**config.mk**
```make
export PLATFORM = sky130hd
export DESIGN_NAME = ddr4_reset_sequencer
export DESIGN_NICKNAME = d
export VERILOG_FILES = /design/src/rtl/ddr4_seq_pkg.sv /design/src/rtl/ddr4_reset_sequencer_sync_debounce.sv /design/src/rtl/ddr4_reset_sequencer.sv
export SDC_FILE = /design/constraint.sdc
export NUM_CORES = 1
export LEC_CHECK = 0
export CAP_MARGIN = 20
export CELL_PAD_IN_SITES_DETAIL_PLACEMENT = 1
export CELL_PAD_IN_SITES_GLOBAL_PLACEMENT = 2
export CORE_UTILIZATION = 38
export CTS_CLUSTER_DIAMETER = 50
export CTS_CLUSTER_SIZE = 40
export DETAILED_ROUTE_END_ITERATION = 7
export HOLD_SLACK_MARGIN = 0.12
export PLACE_DENSITY = 0.83
export REMOVE_ABC_BUFFERS = 1
export SYNTH_ARGS = -nofsm -noshare
export SYNTH_HDL_FRONTEND = slang
export SYNTH_SLANG_ARGS = --single-unit
```
**constraint.sdc**
```tcl
create_clock -name clk_clk -period 2.5 [get_ports clk_clk]
set_input_delay 0.5 -clock clk_clk [delete_from_list [all_inputs] [get_ports clk_clk]]
set_output_delay 0.5 -clock clk_clk [all_outputs]
set_load 0.05 [all_outputs]
```
**src/rtl/ddr4_seq_pkg.sv**
```systemverilog
// Shared types and defaults for the DDR4 reset sequencer.
// Holds the FSM state encoding, LED bit positions and default timing.
package ddr4_seq_pkg;

  typedef enum logic [2:0] {
    StInit,
    StReq,
    StWaitCal,
    StHold,
    StRun,
    StFail
  } state_e;

  localparam int unsigned LedRun  = 0;
  localparam int unsigned LedCal  = 1;
  localparam int unsigned LedFail = 2;
  localparam int unsigned LedBeat = 3;

  localparam int unsigned DefSyncStages      = 2;
  localparam int unsigned DefDebounceCycles  = 500000;
  localparam int unsigned DefReqPulseCycles  = 16;
  localparam int unsigned DefCalTimeoutCycles = 50000000;
  localparam int unsigned DefHoldCycles      = 1024;
  localparam int unsigned DefMaxRetries      = 3;
  localparam int unsigned HeartbeatBits      = 24;

  // Counter width for a terminal count of n, never narrower than one bit.
  function automatic int unsigned cnt_width(input int unsigned n);
    return (n > 1) ? $clog2(n) : 1;
  endfunction

endpackage

```
**src/rtl/ddr4_reset_sequencer_sync_debounce.sv**
```systemverilog
// Multi-stage synchroniser with an optional debounce filter on the synced value.
// DEBOUNCE_CYCLES = 0 gives a plain synchroniser.
module sync_debounce
  import ddr4_seq_pkg::*;
#(
  parameter int unsigned SYNC_STAGES     = DefSyncStages,
  parameter int unsigned DEBOUNCE_CYCLES = 0,
  parameter bit          RESET_VAL       = 1'b0
) (
  input  logic clk,
  input  logic rst,
  input  logic din,
  output logic dout
);

  logic [SYNC_STAGES-1:0] sync_q;
  logic                   synced;

  always_ff @(posedge clk) begin
    if (rst) begin
      sync_q <= {SYNC_STAGES{RESET_VAL}};
    end else begin
      sync_q <= (sync_q << 1) | SYNC_STAGES'(din);
    end
  end

  assign synced = sync_q[SYNC_STAGES-1];

  if (DEBOUNCE_CYCLES == 0) begin : g_sync_only
    assign dout = synced;
  end else begin : g_debounce
    localparam int unsigned CntW = cnt_width(DEBOUNCE_CYCLES);
    localparam logic [CntW-1:0] CntLast = CntW'(DEBOUNCE_CYCLES - 1);

    logic [CntW-1:0] cnt_q;
    logic            db_q;

    // A new level is accepted only after it has differed for DEBOUNCE_CYCLES cycles in a row.
    always_ff @(posedge clk) begin
      if (rst) begin
        cnt_q <= '0;
        db_q  <= RESET_VAL;
      end else if (synced == db_q) begin
        cnt_q <= '0;
      end else if (cnt_q == CntLast) begin
        cnt_q <= '0;
        db_q  <= synced;
      end else begin
        cnt_q <= cnt_q + CntW'(1);
      end
    end

    assign dout = db_q;
  end

endmodule

```
**src/rtl/ddr4_reset_sequencer.sv**
```systemverilog
// Holds the Qsys system in reset until DDR4 calibration succeeds and stays stable,
// retrying calibration on failure or timeout and reporting status on the LEDs.
module ddr4_reset_sequencer
  import ddr4_seq_pkg::*;
#(
  parameter int unsigned SYNC_STAGES        = DefSyncStages,
  parameter int unsigned DEBOUNCE_CYCLES    = DefDebounceCycles,
  parameter int unsigned REQ_PULSE_CYCLES   = DefReqPulseCycles,
  parameter int unsigned CAL_TIMEOUT_CYCLES = DefCalTimeoutCycles,
  parameter int unsigned HOLD_CYCLES        = DefHoldCycles,
  parameter int unsigned MAX_RETRIES        = DefMaxRetries
) (
  input  logic       clk_clk,
  input  logic       reset_reset,
  input  logic       ninit_done,
  input  logic       cpu_reset_n,
  input  logic       cal_success,
  input  logic       cal_fail,
  output logic       ddr4_local_reset_req,
  output logic       sys_reset,
  output logic [1:0] retry_count,
  output logic [3:0] led
);

  localparam int unsigned ReqW  = cnt_width(REQ_PULSE_CYCLES);
  localparam int unsigned ToW   = cnt_width(CAL_TIMEOUT_CYCLES);
  localparam int unsigned HoldW = cnt_width(HOLD_CYCLES);
  localparam logic [ReqW-1:0]  ReqLast  = ReqW'(REQ_PULSE_CYCLES - 1);
  localparam logic [ToW-1:0]   ToLast   = ToW'(CAL_TIMEOUT_CYCLES - 1);
  localparam logic [HoldW-1:0] HoldLast = HoldW'(HOLD_CYCLES - 1);

  logic ninit_s, btn_db, cal_ok_s, cal_fail_s, btn_press;

  sync_debounce #(.SYNC_STAGES(SYNC_STAGES), .DEBOUNCE_CYCLES(0), .RESET_VAL(1'b1)) u_sync_ninit (
    .clk(clk_clk), .rst(reset_reset), .din(ninit_done), .dout(ninit_s)
  );
  sync_debounce #(
    .SYNC_STAGES(SYNC_STAGES), .DEBOUNCE_CYCLES(DEBOUNCE_CYCLES), .RESET_VAL(1'b1)
  ) u_sync_btn (
    .clk(clk_clk), .rst(reset_reset), .din(cpu_reset_n), .dout(btn_db)
  );
  sync_debounce #(.SYNC_STAGES(SYNC_STAGES), .DEBOUNCE_CYCLES(0), .RESET_VAL(1'b0)) u_sync_cal_ok (
    .clk(clk_clk), .rst(reset_reset), .din(cal_success), .dout(cal_ok_s)
  );
  sync_debounce #(.SYNC_STAGES(SYNC_STAGES), .DEBOUNCE_CYCLES(0), .RESET_VAL(1'b0)) u_sync_cal_fail (
    .clk(clk_clk), .rst(reset_reset), .din(cal_fail), .dout(cal_fail_s)
  );

  state_e                   state_q, state_d;
  logic [ReqW-1:0]          req_cnt_q, req_cnt_d;
  logic [ToW-1:0]           to_cnt_q, to_cnt_d;
  logic [HoldW-1:0]         hold_cnt_q, hold_cnt_d;
  logic [1:0]               retry_q, retry_d;
  logic                     btn_prev_q;
  logic [HeartbeatBits-1:0] hb_cnt_q;
  logic                     hb_q;
  logic [2:0]               led_q;

  assign btn_press = btn_prev_q & ~btn_db;

  always_comb begin
    state_d    = state_q;
    req_cnt_d  = req_cnt_q;
    to_cnt_d   = to_cnt_q;
    hold_cnt_d = hold_cnt_q;
    retry_d    = retry_q;
    if (btn_press) begin
      state_d    = StInit;
      req_cnt_d  = '0;
      to_cnt_d   = '0;
      hold_cnt_d = '0;
      retry_d    = '0;
    end else begin
      unique case (state_q)
        StInit: begin
          if (!ninit_s && btn_db) begin
            state_d   = StReq;
            req_cnt_d = '0;
          end
        end
        StReq: begin
          if (req_cnt_q == ReqLast) begin
            state_d  = StWaitCal;
            to_cnt_d = '0;
          end else begin
            req_cnt_d = req_cnt_q + ReqW'(1);
          end
        end
        StWaitCal: begin
          // Fail wins over a simultaneous success report.
          if (cal_fail_s || (to_cnt_q == ToLast)) begin
            if ((32'(retry_q) < MAX_RETRIES) && (retry_q != 2'd3)) begin
              retry_d   = retry_q + 2'd1;
              state_d   = StReq;
              req_cnt_d = '0;
            end else begin
              state_d = StFail;
            end
          end else if (cal_ok_s) begin
            state_d    = StHold;
            hold_cnt_d = '0;
          end else begin
            to_cnt_d = to_cnt_q + ToW'(1);
          end
        end
        StHold: begin
          if (!cal_ok_s || cal_fail_s) begin
            state_d  = StWaitCal;
            to_cnt_d = '0;
          end else if (hold_cnt_q == HoldLast) begin
            state_d = StRun;
          end else begin
            hold_cnt_d = hold_cnt_q + HoldW'(1);
          end
        end
        StRun: begin
          if (!cal_ok_s || cal_fail_s) state_d = StInit;
        end
        StFail: state_d = StFail;
        default: state_d = StInit;
      endcase
    end
  end

  // Outputs are registered from the next state so they change in the same cycle as the state.
  always_ff @(posedge clk_clk) begin
    if (reset_reset) begin
      state_q              <= StInit;
      req_cnt_q            <= '0;
      to_cnt_q             <= '0;
      hold_cnt_q           <= '0;
      retry_q              <= '0;
      btn_prev_q           <= 1'b1;
      sys_reset            <= 1'b1;
      ddr4_local_reset_req <= 1'b0;
      led_q                <= '0;
      hb_cnt_q             <= '0;
      hb_q                 <= 1'b0;
    end else begin
      state_q              <= state_d;
      req_cnt_q            <= req_cnt_d;
      to_cnt_q             <= to_cnt_d;
      hold_cnt_q           <= hold_cnt_d;
      retry_q              <= retry_d;
      btn_prev_q           <= btn_db;
      sys_reset            <= (state_d != StRun);
      ddr4_local_reset_req <= (state_d == StReq);
      led_q[LedRun]        <= (state_d == StRun);
      led_q[LedCal]        <= (state_d == StWaitCal) || (state_d == StHold);
      led_q[LedFail]       <= (state_d == StFail);
      hb_cnt_q             <= hb_cnt_q + HeartbeatBits'(1);
      if (&hb_cnt_q) hb_q <= ~hb_q;
    end
  end

  assign retry_count          = retry_q;
  assign led[LedFail:LedRun]  = led_q;
  assign led[LedBeat]         = hb_q;

endmodule

```
==> metrics.log, run 1 <==
[metrics] distinct cell type count of the synthesized netlist: 58
[metrics] number of iterations in the first detailed-routing pass: 4
[metrics] largest clock skew in the final design: roughly 0.0044 ns
[metrics] standard cell with the maximum stage delay on the critical path: sky130_fd_sc_hd__dfxtp_1
[metrics] via density per instance: roughly 5.4
[metrics] placed wire-length estimate: 7125 um
[metrics] reg-to-reg critical path endpoint: hold_cnt_q[7]
[metrics] Std-Cell Rows: 39
[metrics] global-route wire length before repair: 17,190 um
[metrics] wire length per cell after detailed routing: about 14 um
[metrics] RR Startpoint: state_q[1]
[metrics] Final Cycle Share: between 90% and 100%
[metrics] fraction of the mapped netlist area in simple logic gates: 30.63%
[metrics] final antenna diode count: 0
[metrics] leakage dissipation: between 1.5 and 2 nW
[metrics] CP Cell Sequence: nand3b_1 -> or3b_1 -> o22a_2 -> or4_1 -> a21oi_1
[metrics] logic depth of the worst register-to-register path: 5
[metrics] mux contribution to synthesized area: less than 1%
[metrics] Hold Path Class: register to register
[metrics] worst-margin pin slew: approximately 0.72 ns
[metrics] root buffer cell: sky130_fd_sc_hd__clkbuf_16
[metrics] number of hold violations in the final report: 0
[metrics] Arrival @ worst endpoint: roughly 2.5 ns
[metrics] number of resized instances in the post-cts repair step: 0
[metrics] async set or reset register ratio after synthesis: 0%
[metrics] die width: roughly 110 um
[metrics] combinational family with the most area after synthesis: simple AND/OR/NAND/NOR gates
[metrics] GRT Overall Usage: 17.03%
[metrics] global placement routability congestion: 0.7415
[metrics] reg-to-reg setup timing slack: 0.25 ns
[metrics] # Post-CTS Setup Buffers: 0
[metrics] height of the chip: between 100 and 150 um
[metrics] quantity of I/O buffers inserted on ports: 13
[metrics] largest net degree at the start of global routing: 34
[metrics] total gr overflow: 0
[metrics] post-synthesis to final-layout area growth: 11.63%
[metrics] fraction of layout cells with a size suffix above 1: 7.792%
[metrics] Mapped Cells: approximately 520
[metrics] via count: approximately 3,700
[metrics] maximum number of buffers from clock root to sink: 2
[metrics] Hold Path End: u_sync_ninit.sync_q[1]
[metrics] compound-cell area share of the yosys netlist: under 10%
[metrics] most used cells in the layout excluding fill and tap cells: 104 x sky130_fd_sc_hd__dfxtp_1, 84 x sky130_fd_sc_hd__nor2_1, 37 x sky130_fd_sc_hd__nand2_1
[metrics] Tmin final: 2.252 ns
[metrics] number of enable-type register cells in the synthesized netlist: 0
[metrics] number of warning messages in the yosys log: 0
[metrics] top_reg_cell synth: sky130_fd_sc_hd__dfxtp_1
[metrics] run status: finished clean
[metrics] WHS Path Cells: 1
[metrics] synthesized cell area: between 0.004 and 0.005 mm2
[metrics] number of DRC markers in iteration 0: between 100 and 150
[metrics] full die area: 0.01261 mm2
[metrics] Initial Utilization: about two fifths
[metrics] DRT Wirelength: a little under 10,000 um
[metrics] startpoint of the most critical hold path: u_sync_ninit.sync_q[0]
[metrics] number of flip-flops and latches in the synthesized netlist: 104
[metrics] Mapped Avg Cell Area: ~8.9 um2
[metrics] later-pin clock latency in the skew report: ~0.35 ns
[metrics] longest individual stage delay on the worst path: about 0.60 ns
[metrics] net count reported at finish: about 550
[metrics] CP Data Required Time: between 2 and 3 ns
[metrics] maximum clock frequency: around 0.44 GHz
[metrics] adder-cell share of the synthesized area: between 1.5 and 2%
[metrics] total clock sinks: between 100 and 150
[metrics] fin. max-slew vios: 0
[metrics] TritonCTS buffer count: 9
[metrics] Detail Route Antenna Nets: 0
[metrics] Core Region: between 0.01 and 0.015 mm2
[metrics] synthesized-area fraction occupied by xor and xnor cells: 10.80%
[metrics] biggest area contributors in the synthesized netlist: sky130_fd_sc_hd__dfxtp_1 45%, sky130_fd_sc_hd__nor2_1 6.8%, sky130_fd_sc_hd__xor2_1 6.6%
[metrics] reported max-cap violation count: 0
[metrics] antenna violations before repair: 0
[metrics] PD cells: about 600 mW/mm2
[metrics] VDD IR-drop max: 545.3 uV
[metrics] setup total negative slack: 0 ns
[metrics] Yosys top cell area share: a little under half
[metrics] Final setup viols: 0
[metrics] worst slew margin relative to its limit: 51.53%
[metrics] kind of start point of the critical path: register
[metrics] most common cell after layout, fill and taps aside: sky130_fd_sc_hd__dfxtp_1
[metrics] number of buffers inserted by hold repair at cts: 0
[metrics] total design power: ~3 mW
[metrics] CP Capture Type: register
[metrics] clock tree from TritonCTS: yes
[metrics] via count of the first global-routing pass: 3,766
[metrics] number of placed I/O pins: 14
[metrics] cell taking the most area after synthesis: sky130_fd_sc_hd__dfxtp_1
[metrics] Clock transition at path regs: roughly 0.070 ns
[metrics] Max Fanout on Critical Path: 18
[metrics] final routed DRC violation total: 0
[metrics] proportion of synthesized chip area in sequential cells: 45.02%
[metrics] kind of critical path: register to register
[metrics] H-tree level count: 3
[metrics] setup repair after global routing missed its margin: no
==> worst max-delay path by stage <==
stage | slack (ns) | start | to
after floorplan | 0.46 | to_cnt_q[24] | to_cnt_q[11]
after global placement | 0.31 | state_q[1] | hold_cnt_q[7]
after detailed placement | 0.25 | state_q[1] | hold_cnt_q[5]
after CTS | 0.23 | state_q[1] | hold_cnt_q[7]
after global routing | 0.08 | req_cnt_q[0] | to_cnt_q[24]
final | 0.25 | state_q[1] | hold_cnt_q[7]
==> synth_stat cells, drive strengths merged, types with 3 or more instances <==
master	count
dfxtp	104
and4	7
nand4	22
o21ai	19
xnor2	22
or4	5
nor4	3
or3	17
nand3	26
or2	7
o31ai	5
nor4b	4
a211oi	3
nor2	84
and2	4
xor2	35
a21oi	24
ha	6
clkbuf	9
and3	15
buf	7
mux2i	4
nor3	10
nor2b	11
nand2	38
inv	6
==> layout make-up <==
cell class | instances | area, um2
flip-flops and latches | 104 | 2082
clock buffers | 10 | 229.0
repair buffers | 19 | 175.2
clock inverters | 5 | 33.78
multi-input cells | 395 | 2441
fillers | 1382 | 6451
inverters | 6 | 22.52
well taps | 143 | 178.9
==> flip-flops by register name, summed over array words and instances (netlist names) <==
signal and cells:
sys_reset 1, hold_cnt_q 10, u_sync_ninit.sync_q 2, u_sync_cal_ok.sync_q 2, state_q 3, u_sync_cal_fail.sync_q 2
hb_cnt_q 24, to_cnt_q 26, u_sync_btn.dout 1, retry_count 2, hb_q 1, btn_prev_q 1
led_q 3, req_cnt_q 4, u_sync_btn.g_debounce.cnt_q 19, ddr4_local_reset_req 1, u_sync_btn.sync_q 2
==> metrics by stage <==
stage	util (%)	std cells	hold slack [ns]	setup slack, ns	area, um2
after floorplan	-	505	0.3895	0.4602	4546
after global placement	42.19	667	0.3955	0.3063	4900
after detailed placement	42.19	667	0.3968	0.2544	4900
after CTS	44.45	682	0.4136	0.2315	5162
after global routing	44.45	682	0.4276	0.08085	5162
final	44.45	682	0.4107	0.2480	5162
==> kinds of logic after synthesis <==
| logic type | after synthesis |
|---|---|
| AND/OR/NAND/NOR | 264 |
| multiplexers | 4 |
| flip-flops | 104 |
| buffers and inverters | 22 |
| adder cells (fa/ha/maj) | 6 |
| AO/OA/AOI/OAI | 64 |
| XOR/XNOR | 57 |
==> power breakdown <==
group / internal, mW / switching (mW) / total [mW]
Combinational: 0.0284 / 0.0466 / 0.0750
Clock: 0.670 / 0.614 / 1.28
Sequential: 1.67 / 0.0129 / 1.68
==> critical path, delay by kind of cell (launching register included) <==
kind | cells | cell delay [ns]
compound gates | 2 | 0.50
flops | 1 | 0.60
simple gates | 3 | 1.07
==> layer usage <==
| metal | wire length [um] | vias to the layer above | GRT usage [%] |
|---|---|---|---|
| li1 | - | 1846 | - |
| met4 | 98 | 0 | 4.533 |
| met3 | 262 | 8 | 5.238 |
| met5 | 0 | - | 0 |
| met2 | 4861 | 23 | 30.56 |
| met1 | 4572 | 1775 | 19.61 |
(Power assumes the default switching activity.)
==> run 2: changes to the inputs <==
--- a/config.mk
+++ b/config.mk
@@ -13,6 +13,7 @@
 export CTS_CLUSTER_SIZE = 40
 export DETAILED_ROUTE_END_ITERATION = 7
 export HOLD_SLACK_MARGIN = 0.12
+export MAX_ROUTING_LAYER = met4
 export PLACE_DENSITY = 0.83
 export REMOVE_ABC_BUFFERS = 1
 export SYNTH_ARGS = -nofsm -noshare
==> metrics.log, run 2 (same netlist as run 1, synthesis figures left out) <==
[metrics] worst-margin pin slew: 0.7270 ns (+0.004864 ns)
[metrics] clock tree from TritonCTS: yes
[metrics] standard cell with the maximum stage delay on the critical path: sky130_fd_sc_hd__a311oi_4
[metrics] CP Cell Sequence: ha_1 -> a41oi_1 -> a311oi_4 -> and4_1 -> nand4_1 -> xor2_1 -> nor2_1
[metrics] final routed DRC violation total: 0 (unchanged)
[metrics] total gr overflow: 0 (unchanged)
[metrics] Hold Path Class: register to register
[metrics] kind of critical path: register to register
[metrics] Largest register FFs: 26 (unchanged)
[metrics] post-synthesis to final-layout area growth: 11.63% (unchanged)
[metrics] PD cells: 590.6 mW/mm2 (+0.24%)
[metrics] largest clock skew in the final design: 0.004700 ns (+0.0003058 ns)
[metrics] TritonCTS buffer count: 9 (unchanged)
[metrics] number of resized instances in the post-cts repair step: 0 (unchanged)
[metrics] setup total negative slack: 0 ns (unchanged)
[metrics] reported max-cap violation count: 0 (unchanged)
[metrics] via density per instance: 5.377 (+0.41%)
[metrics] wire length per cell after detailed routing: 14.44 um (+0.55%)
[metrics] via count of the first global-routing pass: 3,760 (-0.16%)
[metrics] fin. max-slew vios: 0 (unchanged)
[metrics] antenna violations before repair: 0 (unchanged)
[metrics] Std-Cell Rows: 39 (unchanged)
[metrics] Arrival @ worst endpoint: 2.48 ns (-0.05 ns)
[metrics] later-pin clock latency in the skew report: 0.35 ns (about the same)
[metrics] VDD IR-drop max: 550.0 uV (+0.86%)
[metrics] Core Region: 0.01161 mm2 (unchanged)
[metrics] Initial Utilization: 39.82% (unchanged)
[metrics] # Post-CTS Setup Buffers: 0 (unchanged)
[metrics] Post-Place Worst Slack: 0.2544 ns (unchanged)
[metrics] total clock sinks: 104 (unchanged)
[metrics] number of placed I/O pins: 14 (unchanged)
[metrics] CP Capture Type: register
[metrics] run status: finished clean
[metrics] number of hold violations in the final report: 0 (unchanged)
[metrics] Max Fanout on Critical Path: 10 (-8)
[metrics] Final Cycle Share: 89.86% (-0.22 points)
[metrics] DRT Wirelength: 9848 um (+0.55%)
[metrics] maximum number of buffers from clock root to sink: 2 (unchanged)
[metrics] Critical path buffers and inverters: 0 (unchanged)
[metrics] placed wire-length estimate: 7125 um (unchanged)
[metrics] kind of start point of the critical path: register
[metrics] CP Data Required Time: 2.73 ns (-0.04 ns)
[metrics] global placement routability congestion: 0.7508 (+1.3%)
[metrics] largest net degree at the start of global routing: 34 (unchanged)
[metrics] Final setup viols: 0 (unchanged)
[metrics] Clock transition at path regs: 0.07 ns (about the same)
[metrics] kind of cell adding the most delay to the critical path: compound AO/OA/AOI/OAI gates
[metrics] final antenna diode count: 0 (unchanged)
[metrics] Tmin final: 2.247 ns (-0.005462 ns)
[metrics] via count: 3,667 (+0.41%)
[metrics] worst slew margin relative to its limit: 51.20% (-0.33 points)
[metrics] number of iterations in the first detailed-routing pass: 4 (unchanged)
[metrics] reg-to-reg setup timing slack: 0.25 ns (about the same)
[metrics] setup repair after global routing missed its margin: no
[metrics] leakage dissipation: 1.741 nW (unchanged)
[metrics] fraction of the core area covered by cells at the end of the flow: 44.45% (unchanged)
[metrics] full die area: 0.01261 mm2 (unchanged)
[metrics] height of the chip: 112.3 um (unchanged)
[metrics] Regs by FF count: to_cnt_q x26, hb_cnt_q x24, u_sync_btn.g_debounce.cnt_q x19
[metrics] longest individual stage delay on the worst path: 0.56 ns (-0.04 ns)
[metrics] net count reported at finish: 547 (unchanged)
[metrics] fraction of layout cells with a size suffix above 1: 7.792% (unchanged)
[metrics] Detail Route Antenna Nets: 0 (unchanged)
[metrics] maximum clock frequency: 0.4451 GHz (+0.24%)
[metrics] H-tree level count: 3 (unchanged)
[metrics] global-route wire length before repair: 17,230 um (+0.20%)
[metrics] most common cell after layout, fill and taps aside: sky130_fd_sc_hd__dfxtp_1
[metrics] number of DRC markers in iteration 0: 108 (+1.9%)
[metrics] Setup WS post-layout: 0.2534 ns (+0.005462 ns)
[metrics] Reg with most FFs: to_cnt_q
[metrics] GRT Overall Usage: 17.58% (+0.54 points)
[metrics] root buffer cell: sky130_fd_sc_hd__clkbuf_16
[metrics] number of buffers inserted by hold repair at cts: 0 (unchanged)
[metrics] quantity of I/O buffers inserted on ports: 13 (unchanged)
[metrics] die width: 112.3 um (unchanged)
[metrics] most used cells in the layout excluding fill and tap cells: 104 x sky130_fd_sc_hd__dfxtp_1, 84 x sky130_fd_sc_hd__nor2_1, 37 x sky130_fd_sc_hd__nand2_1
==> run 2: worst paths after layout <==
| check | cells past startpoint | end | startpoint |
|---|---|---|---|
| setup / recovery | 7 | to_cnt_q[24] | req_cnt_q[0] |
| hold / removal | 1 | u_sync_ninit.sync_q[1] | u_sync_ninit.sync_q[0] |
| setup reg to reg | 7 | to_cnt_q[24] | req_cnt_q[0] |
| hold reg to reg | 1 | u_sync_ninit.sync_q[1] | u_sync_ninit.sync_q[0] |
==> run 2: layout make-up <==
type / count / area [um2]
fill: 1382 / 6451
multi-input combinational: 395 / 2441
clock inverter: 5 / 33.78
clock buffer: 10 / 229.0
timing repair buffer: 19 / 175.2
tap: 143 / 178.9
sequential: 104 / 2082
inverter: 6 / 22.52
==> run 2: metal layers <==
metal / vias to the layer above / GRT usage (%) / wire [um]
li1: 1846 / - / -
met5: - / - / 0
met3: 10 / 5.238 / 266
met1: 1785 / 19.67 / 4593
met4: 0 / 4.533 / 109
met2: 26 / 30.56 / 4878
==> run 2: through the flow <==
stage	total power [mW]	area [um2]	std cells	hold WS (ns)
6_report	3.049	5162	682	0.4109
5_1_grt	3.168	5162	682	0.4276
4_1_cts	3.100	5162	682	0.4136
3_5_place_dp	1.797	4900	667	0.3968
3_3_place_gp	1.793	4900	667	0.3955
2_1_floorplan	1.759	4546	505	0.3895
==> run 2: report_power, final <==
part	internal (mW)	total, mW	switching (mW)
Sequential	1.67	1.68	0.0130
Clock	0.670	1.29	0.621
Combinational	0.0284	0.0754	0.0470
Total	2.37	3.05	0.681
==> run 2: worst reg2reg max path, stage by stage (launching register included) <==
cell and delay [ns]:
sky130_fd_sc_hd__dfxtp_1 0.39, sky130_fd_sc_hd__ha_1 0.23, sky130_fd_sc_hd__a41oi_1 0.19, sky130_fd_sc_hd__a311oi_4 0.56, sky130_fd_sc_hd__and4_1 0.41, sky130_fd_sc_hd__nand4_1 0.14
sky130_fd_sc_hd__xor2_1 0.16, sky130_fd_sc_hd__nor2_1 0.05
==> run 3: changes to the inputs <==
--- a/config.mk
+++ b/config.mk
@@ -16,6 +16,7 @@
 export MAX_ROUTING_LAYER = met4
 export PLACE_DENSITY = 0.83
 export REMOVE_ABC_BUFFERS = 1
+export SLEW_MARGIN = 40
 export SYNTH_ARGS = -nofsm -noshare
 export SYNTH_HDL_FRONTEND = slang
 export SYNTH_SLANG_ARGS = --single-unit
==> results of run 3 <==
Final layout, timing and power as in run 2 (identical DEF).
